$ cat config.mk
export PLATFORM = sky130hd
export DESIGN_NAME = multicycle_main_control
export DESIGN_NICKNAME = d
export VERILOG_FILES = /design/src/rtl/multicycle_main_control.sv
export SDC_FILE = /design/constraint.sdc
export NUM_CORES = 1
export LEC_CHECK = 0
export CAP_MARGIN = 10
export CORE_MARGIN = 5
export CORE_UTILIZATION = 55
export DETAILED_ROUTE_END_ITERATION = 16
export DONT_BUFFER_PORTS = 1
export PLACE_DENSITY = 0.72
export SYNTH_ARGS = -nofsm -noshare
export SYNTH_HDL_FRONTEND = slang
export SYNTH_SLANG_ARGS = --single-unit
$ cat constraint.sdc
create_clock -name clk -period 1.9 [get_ports clk]
set_clock_uncertainty 0.2 [all_clocks]
set_input_delay 0.095 -clock clk [delete_from_list [all_inputs] [get_ports clk]]
set_output_delay 0.095 -clock clk [all_outputs]
set_load 0.1 [all_outputs]
$ cat src/rtl/multicycle_main_control.sv
// Main control FSM for the multicycle MIPS datapath: fetch, decode, execute,
// memory and writeback sequencing with a mem_ready handshake on memory states.
module multicycle_main_control #(
    parameter bit USE_MEM_READY = 1'b1
) (
    input  logic       clk,
    input  logic       rst_n,
    input  logic [5:0] Op,
    input  logic [5:0] Funct,
    input  logic       mem_ready,
    output logic       PCWrite,
    output logic       Branch,
    output logic       IorD,
    output logic       MemRead,
    output logic       MemWrite,
    output logic       IRWrite,
    output logic       MemtoReg,
    output logic       RegDst,
    output logic       RegWrite,
    output logic       ALUSrcA,
    output logic [1:0] ALUSrcB,
    output logic [1:0] PCSrc,
    output logic [2:0] ALUOp,
    output logic       illegal_op,
    output logic [3:0] state_o
);

    localparam logic [3:0] S_FETCH  = 4'd0;
    localparam logic [3:0] S_DECODE = 4'd1;
    localparam logic [3:0] S_MEMADR = 4'd2;
    localparam logic [3:0] S_MEMRD  = 4'd3;
    localparam logic [3:0] S_MEMWB  = 4'd4;
    localparam logic [3:0] S_MEMWR  = 4'd5;
    localparam logic [3:0] S_EXEC   = 4'd6;
    localparam logic [3:0] S_ALUWB  = 4'd7;
    localparam logic [3:0] S_BRANCH = 4'd8;
    localparam logic [3:0] S_IEXEC  = 4'd9;
    localparam logic [3:0] S_IWB    = 4'd10;
    localparam logic [3:0] S_JUMP   = 4'd11;

    localparam logic [5:0] OP_RTYPE = 6'b000000;
    localparam logic [5:0] OP_J     = 6'b000010;
    localparam logic [5:0] OP_BEQ   = 6'b000100;
    localparam logic [5:0] OP_ADDI  = 6'b001000;
    localparam logic [5:0] OP_SLTI  = 6'b001010;
    localparam logic [5:0] OP_ANDI  = 6'b001100;
    localparam logic [5:0] OP_ORI   = 6'b001101;
    localparam logic [5:0] OP_LW    = 6'b100011;
    localparam logic [5:0] OP_SW    = 6'b101011;

    logic [3:0] state_q, state_d;
    logic [5:0] op_q, op_d;
    logic       illegal_q, illegal_d;
    logic       mem_rdy;

    assign mem_rdy = USE_MEM_READY ? mem_ready : 1'b1;

    always_comb begin
        state_d   = state_q;
        op_d      = op_q;
        illegal_d = 1'b0;
        case (state_q)
            S_FETCH:  if (mem_rdy) state_d = S_DECODE;
            S_DECODE: begin
                op_d = Op;
                case (Op)
                    OP_LW, OP_SW:                     state_d = S_MEMADR;
                    OP_RTYPE:                         state_d = (Funct == 6'b000000) ? S_FETCH : S_EXEC;
                    OP_BEQ:                           state_d = S_BRANCH;
                    OP_ADDI, OP_ANDI, OP_ORI, OP_SLTI: state_d = S_IEXEC;
                    OP_J:                             state_d = S_JUMP;
                    default: begin
                        state_d   = S_FETCH;
                        illegal_d = 1'b1;
                    end
                endcase
            end
            S_MEMADR: state_d = (op_q == OP_LW) ? S_MEMRD : S_MEMWR;
            S_MEMRD:  if (mem_rdy) state_d = S_MEMWB;
            S_MEMWB:  state_d = S_FETCH;
            S_MEMWR:  if (mem_rdy) state_d = S_FETCH;
            S_EXEC:   state_d = S_ALUWB;
            S_ALUWB:  state_d = S_FETCH;
            S_BRANCH: state_d = S_FETCH;
            S_IEXEC:  state_d = S_IWB;
            S_IWB:    state_d = S_FETCH;
            S_JUMP:   state_d = S_FETCH;
            default:  state_d = S_FETCH;
        endcase
    end

    always_ff @(posedge clk) begin
        if (!rst_n) begin
            state_q   <= S_FETCH;
            op_q      <= 6'b000000;
            illegal_q <= 1'b0;
        end else begin
            state_q   <= state_d;
            op_q      <= op_d;
            illegal_q <= illegal_d;
        end
    end

    // Outputs are held at zero for the whole time rst_n is low, not just after the edge.
    always_comb begin
        PCWrite    = 1'b0;
        Branch     = 1'b0;
        IorD       = 1'b0;
        MemRead    = 1'b0;
        MemWrite   = 1'b0;
        IRWrite    = 1'b0;
        MemtoReg   = 1'b0;
        RegDst     = 1'b0;
        RegWrite   = 1'b0;
        ALUSrcA    = 1'b0;
        ALUSrcB    = 2'b00;
        PCSrc      = 2'b00;
        ALUOp      = 3'b000;
        illegal_op = 1'b0;
        state_o    = 4'd0;
        if (rst_n) begin
            illegal_op = illegal_q;
            state_o    = state_q;
            case (state_q)
                S_FETCH: begin
                    MemRead = 1'b1;
                    ALUSrcB = 2'b01;
                    IRWrite = mem_rdy;
                    PCWrite = mem_rdy;
                end
                S_DECODE: ALUSrcB = 2'b11;
                S_MEMADR: begin
                    ALUSrcA = 1'b1;
                    ALUSrcB = 2'b10;
                end
                S_MEMRD: begin
                    IorD    = 1'b1;
                    MemRead = 1'b1;
                end
                S_MEMWB: begin
                    MemtoReg = 1'b1;
                    RegWrite = 1'b1;
                end
                S_MEMWR: begin
                    IorD     = 1'b1;
                    MemWrite = 1'b1;
                end
                S_EXEC: begin
                    ALUSrcA = 1'b1;
                    ALUOp   = 3'b010;
                end
                S_ALUWB: begin
                    RegDst   = 1'b1;
                    RegWrite = 1'b1;
                end
                S_BRANCH: begin
                    ALUSrcA = 1'b1;
                    ALUOp   = 3'b001;
                    PCSrc   = 2'b01;
                    Branch  = 1'b1;
                end
                S_IEXEC: begin
                    ALUSrcA = 1'b1;
                    ALUSrcB = 2'b10;
                    case (op_q)
                        OP_ANDI: ALUOp = 3'b100;
                        OP_ORI:  ALUOp = 3'b110;
                        OP_SLTI: ALUOp = 3'b111;
                        default: ALUOp = 3'b000;
                    endcase
                end
                S_IWB:  RegWrite = 1'b1;
                S_JUMP: begin
                    PCSrc   = 2'b10;
                    PCWrite = 1'b1;
                end
                default: ;
            endcase
        end
    end

endmodule
==> flow_metrics.py, run 1 <==
metrics = {
    "yosys": {
        "synth_ff_type": "dfxtp_1",
        "ys_seq_elements": 11,
        "synth.most_common_cell": "nand2_1",
        "yosysWarnings": 0,
        "synth-edff-count": 0,
        "ys_types": 42,
        "synth_common_cells": "nand2_1, dfxtp_1, nor2_1, a21oi_1",
        "yosys-top-cells-area": "dfxtp_1, nand2_1, nor2_1",
        "syn_area_per_cell_um2": 7.07,
        "syn-cell-area_um2": 976,
        "syn_nets": 153,
        "synth.largest_area_cell": "dfxtp_1",
        "yosysTopAreaCellShare": 0.226,
        "synth_cells": 138,
        "async_flop_share": 0,
        "ys_seq_area_frac": 0.226,
    },
    "floorplan": {
        "io_pins": 37,
        "fp-row-count": 15,
        "initial_utilization": 0.571,
        "dieHeight_um": 52.1,
        "die_width_um": 52.1,
    },
    "placement": {
        "place_congestion": 0.822,
        "placed_cell_area_mm2": 0.00156,
        "post-dp-hpwl_mm": 2.45,
        "port-buffer-count": 0,
    },
    "clock_tree": {
        "clock-sinks": 11,
        "holdBufCountCts": 9,
        "cts_buffers": 3,
        "clockBufferDepth": 2,
        "cts_root_buffer": "clkbuf_4",
        "postCtsSetupRepairBufs": 6,
        "htree_levels": 1,
        "ctsResizeCount": 27,
    },
    "run_status": {
        "outcome": "stopped before the end",
        "haltStage": "clock tree synthesis",
        "first-error": "[ERROR DPL-0038] Utilization greater than 100%, impossible to legalize",
    },
}
## kinds of logic after synthesis
kind of cell    Yosys count  share of synthesized area
flops                    11                      0.226
simple gates             73                      0.415
mux                       1                     0.0103
buf+inv                  17                     0.0872
xor+xnor                  2                     0.0180
compound gates           34                      0.244
## metrics by stage
stage          setup WS [ns]  setup TNS [ns]  hold WS, ns  std cells
2_1_floorplan         -0.516           -2.65       0.0298        138
3_5_place_dp          0.0255               0       0.0453        184
3_3_place_gp           0.126               0       0.0322        184
==> run 2: changes to the inputs <==
- CORE_AREA: default -> 5 5 66 68
- CORE_MARGIN: 5 -> default
- CORE_UTILIZATION: 55 -> default
- DIE_AREA: default -> 0 0 71 73
- PLACE_DENSITY: 0.72 -> default
- PLACE_DENSITY_LB_ADDON: default -> 0.15
==> run 2 against run 1 <==
Net effect: the flow now finishes, with violations (negative hold slack, negative setup slack); synthesized cell count did not move; area after synthesis did not move.
==> flow_metrics.py, run 2 <==
metrics = {
    "route": {
        "drt-initial-drc-count": 34,
        "drc": 0,
        "postRouteAntennaNets": 0,
        "wl_mm": 3.14,
        "via_count": 1130,
        "viasPerCell": 5.02,
        "wl_per_cell_um": 14.0,
        "drtPass1Iterations": 4,
    },
    "yosys": {
        "yosysWarnings": 0,
        "yosysTopAreaCellShare": 0.226,
        "synth.largest_area_cell": "dfxtp_1",
        "synth_ff_type": "dfxtp_1",
        "async_flop_share": 0,
        "ys_seq_area_frac": 0.226,
        "ys_seq_elements": 11,
        "synth_common_cells": "nand2_1, dfxtp_1, nor2_1, a21oi_1",
        "yosys-top-cells-area": "dfxtp_1, nand2_1, nor2_1",
        "synth_cells": 138,
        "synth.most_common_cell": "nand2_1",
        "syn_nets": 153,
        "syn_area_per_cell_um2": 7.07,
        "synth-edff-count": 0,
        "syn-cell-area_um2": 976,
        "ys_types": 42,
    },
    "floorplan": {
        "fp-row-count": 23,
        "io_pins": 37,
        "die_width_um": 71,
        "design.core.area_mm2": 0.00380,
        "die_area_mm2": 0.00518,
        "initial_utilization": 0.257,
        "dieHeight_um": 73,
    },
    "clock_tree": {
        "htree_levels": 1,
        "cts_buffers": 3,
        "clk_pin_slew_worst_paths_ns": 0.05,
        "clock-sinks": 11,
        "holdBufCountCts": 5,
        "cts_tree": "done",
        "cts_root_buffer": "clkbuf_8",
        "clockBufferDepth": 2,
        "clk_latency_ns": 0.24,
    },
    "timing": {
        "tns_ns": -0.0875,
        "slew_headroom": 0.725,
        "finalCritPeriodShare": 1.05,
        "holdWs_ns": -0.207,
        "tightest_slew_ns": 0.402,
        "setup_slack_ns": -0.0875,
        "setup-violations-final": 1,
        "final_hold_viol_count": 10,
        "max_freq_mhz": 503,
        "rsz0062_at_grt": "yes",
        "slew_viol_final": 0,
        "layout_min_cycle_time_ns": 1.99,
    },
    "placement": {
        "port-buffer-count": 0,
        "place_congestion": 0.887,
        "post-dp-hpwl_mm": 2.38,
    },
    "setup_path": {
        "required_ns": 1.60,
        "arrival_ns": 1.69,
        "cp-end-kind": "output port",
        "path_cells": "nor2b_2, a21oi_1, or4_4, a21boi_4, buf_12",
        "criticalPathCategory": "flop to output port",
        "worst-path-max-fanout": 4,
        "critPathMaxStageDelay_ns": 0.49,
        "slowest_stage": "or4_4",
        "cp-start-kind": "flop",
    },
    "finish": {
        "layout_common_cells": "buf_4, buf_12, nand2_1",
        "regMostFlops": "op_q",
        "diodes": 0,
        "reg_top3": "op_q x6, state_q x4, illegal_q x1",
        "area_growth_pct": 86.2,
        "fill_cells": 387,
        "nets": 191,
        "drive_gt1_frac": 0.463,
        "final_common_cell": "buf_4",
        "largest_reg_flops": 6,
    },
    "power_and_ir_drop": {
        "internal_power_uw": 541,
        "vdd_drop_max_uv": 309,
        "p_switching_uw": 338,
        "seqPwrFrac": 0.312,
        "p_leak_nw": 0.724,
        "combPwrFrac": 0.420,
        "powerDensity_mw_per_mm2": 484,
        "power_uw": 879,
        "clkPwrFrac": 0.268,
        "switching_share": 0.385,
    },
    "global_routing": {
        "grt_pass1_wl_mm": 5.16,
        "grt_pass1_vias": 1069,
        "grt_usage": 0.123,
        "grt_antenna_before_repair": 0,
        "overflow": 0,
        "grt_max_degree": 26,
    },
    "run_status": {
        "violations": "negative hold slack, negative setup slack",
        "outcome": "complete, but fails checks",
    },
    "hold_path": {
        "worstHoldPathType": "primary input to flop",
    },
    "job": {
        "timing.max_cap.violations": 0,
    },
}
==> run 2: cell counts after synthesis <==
Identical to the previous run, type by type.
==> run 2: through the flow <==
step | setup WS [ns] | instances | area (um^2) | util | hold slack (ns)
floorplan | -0.516 | 138 | 1130 | - | 0.0298
global placement | 0.136 | 213 | 1620 | 0.426 | 0.0400
detailed placement | 0.0796 | 213 | 1620 | 0.426 | 0.0422
CTS | -0.0999 | 222 | 1740 | 0.458 | -0.213
global route | -0.152 | 225 | 1820 | 0.478 | -0.214
finish | -0.0875 | 225 | 1820 | 0.478 | -0.207
==> run 2: logic make-up (layout without fill, tap and decap cells) <==
logic type	Yosys count	in the layout	synth area share
DFF	11	11	0.226
AOI/OAI and AO/OA	34	34	0.244
muxes	1	1	0.0103
and+or+nand+nor	73	73	0.415
buffers and inverters	17	54	0.0872
xor gates and xnor gates	2	2	0.0180
==> run 2: path summary, 6_finish.rpt <==
path | startpoint | endpoint | slack, ns | depth (start not counted)
setup reg to reg | state_q[0] | state_q[3] | 0.13 | 4
hold reg to reg | op_q[2] | op_q[2] | 0.30 | 2
setup / recovery | op_q[2] | ALUOp[1] | -0.09 | 5
hold / removal | rst_n | illegal_q | -0.21 | 1
==> run 2: worst max-delay path: cells and delay by family (launching register included) <==
kind | cells | cell delay (ns)
flip-flops | 1 | 0.36
buffers and inverters | 1 | 0.19
AND/OR/NAND/NOR | 2 | 0.66
AO/OA/AOI/OAI | 2 | 0.25
==> run 2: repair_timing <==
action                                 in CTS  in global routing
setup endpoints to repair                   9                  7
endpoints found under the hold margin      11                 10
cloned                                      0                  0
buffers inserted                            0                  3
gates resized for setup                    10                 17
pin swaps                                   0                  4
==> run 2: layer usage <==
| layer | wire length (um) | share of wire | GRT usage |
|---|---|---|---|
| met1 | 1420 | 0.45 | 0.160 |
| met2 | 1450 | 0.46 | 0.198 |
| met3 | 213 | 0.068 | 0.0262 |
| met4 | 57 | 0.018 | 0.0501 |
| met5 | 0 | 0 | 0 |
==> run 2: final cells by class <==
cell class                      instances  area (um^2)  area share
Timing Repair Buffer                   44          573       0.315
Multi-Input combinational cell        110          871       0.479
Clock buffer                            4         45.0      0.0248
Sequential cell                        11          238       0.131
Inverter                                6         27.5      0.0152
Tap cell                               50         62.6      0.0344
==> run 2: power groups by stage <==
stage,Sequential (mW),Clock [mW],Combinational [mW]
after floorplan,0.266,0,0.266
after global placement,0.273,0,0.345
after detailed placement,0.274,0,0.346
after CTS,0.273,0.242,0.360
after global routing,0.277,0.250,0.392
final,0.274,0.236,0.369
(Power assumes the default switching activity.)
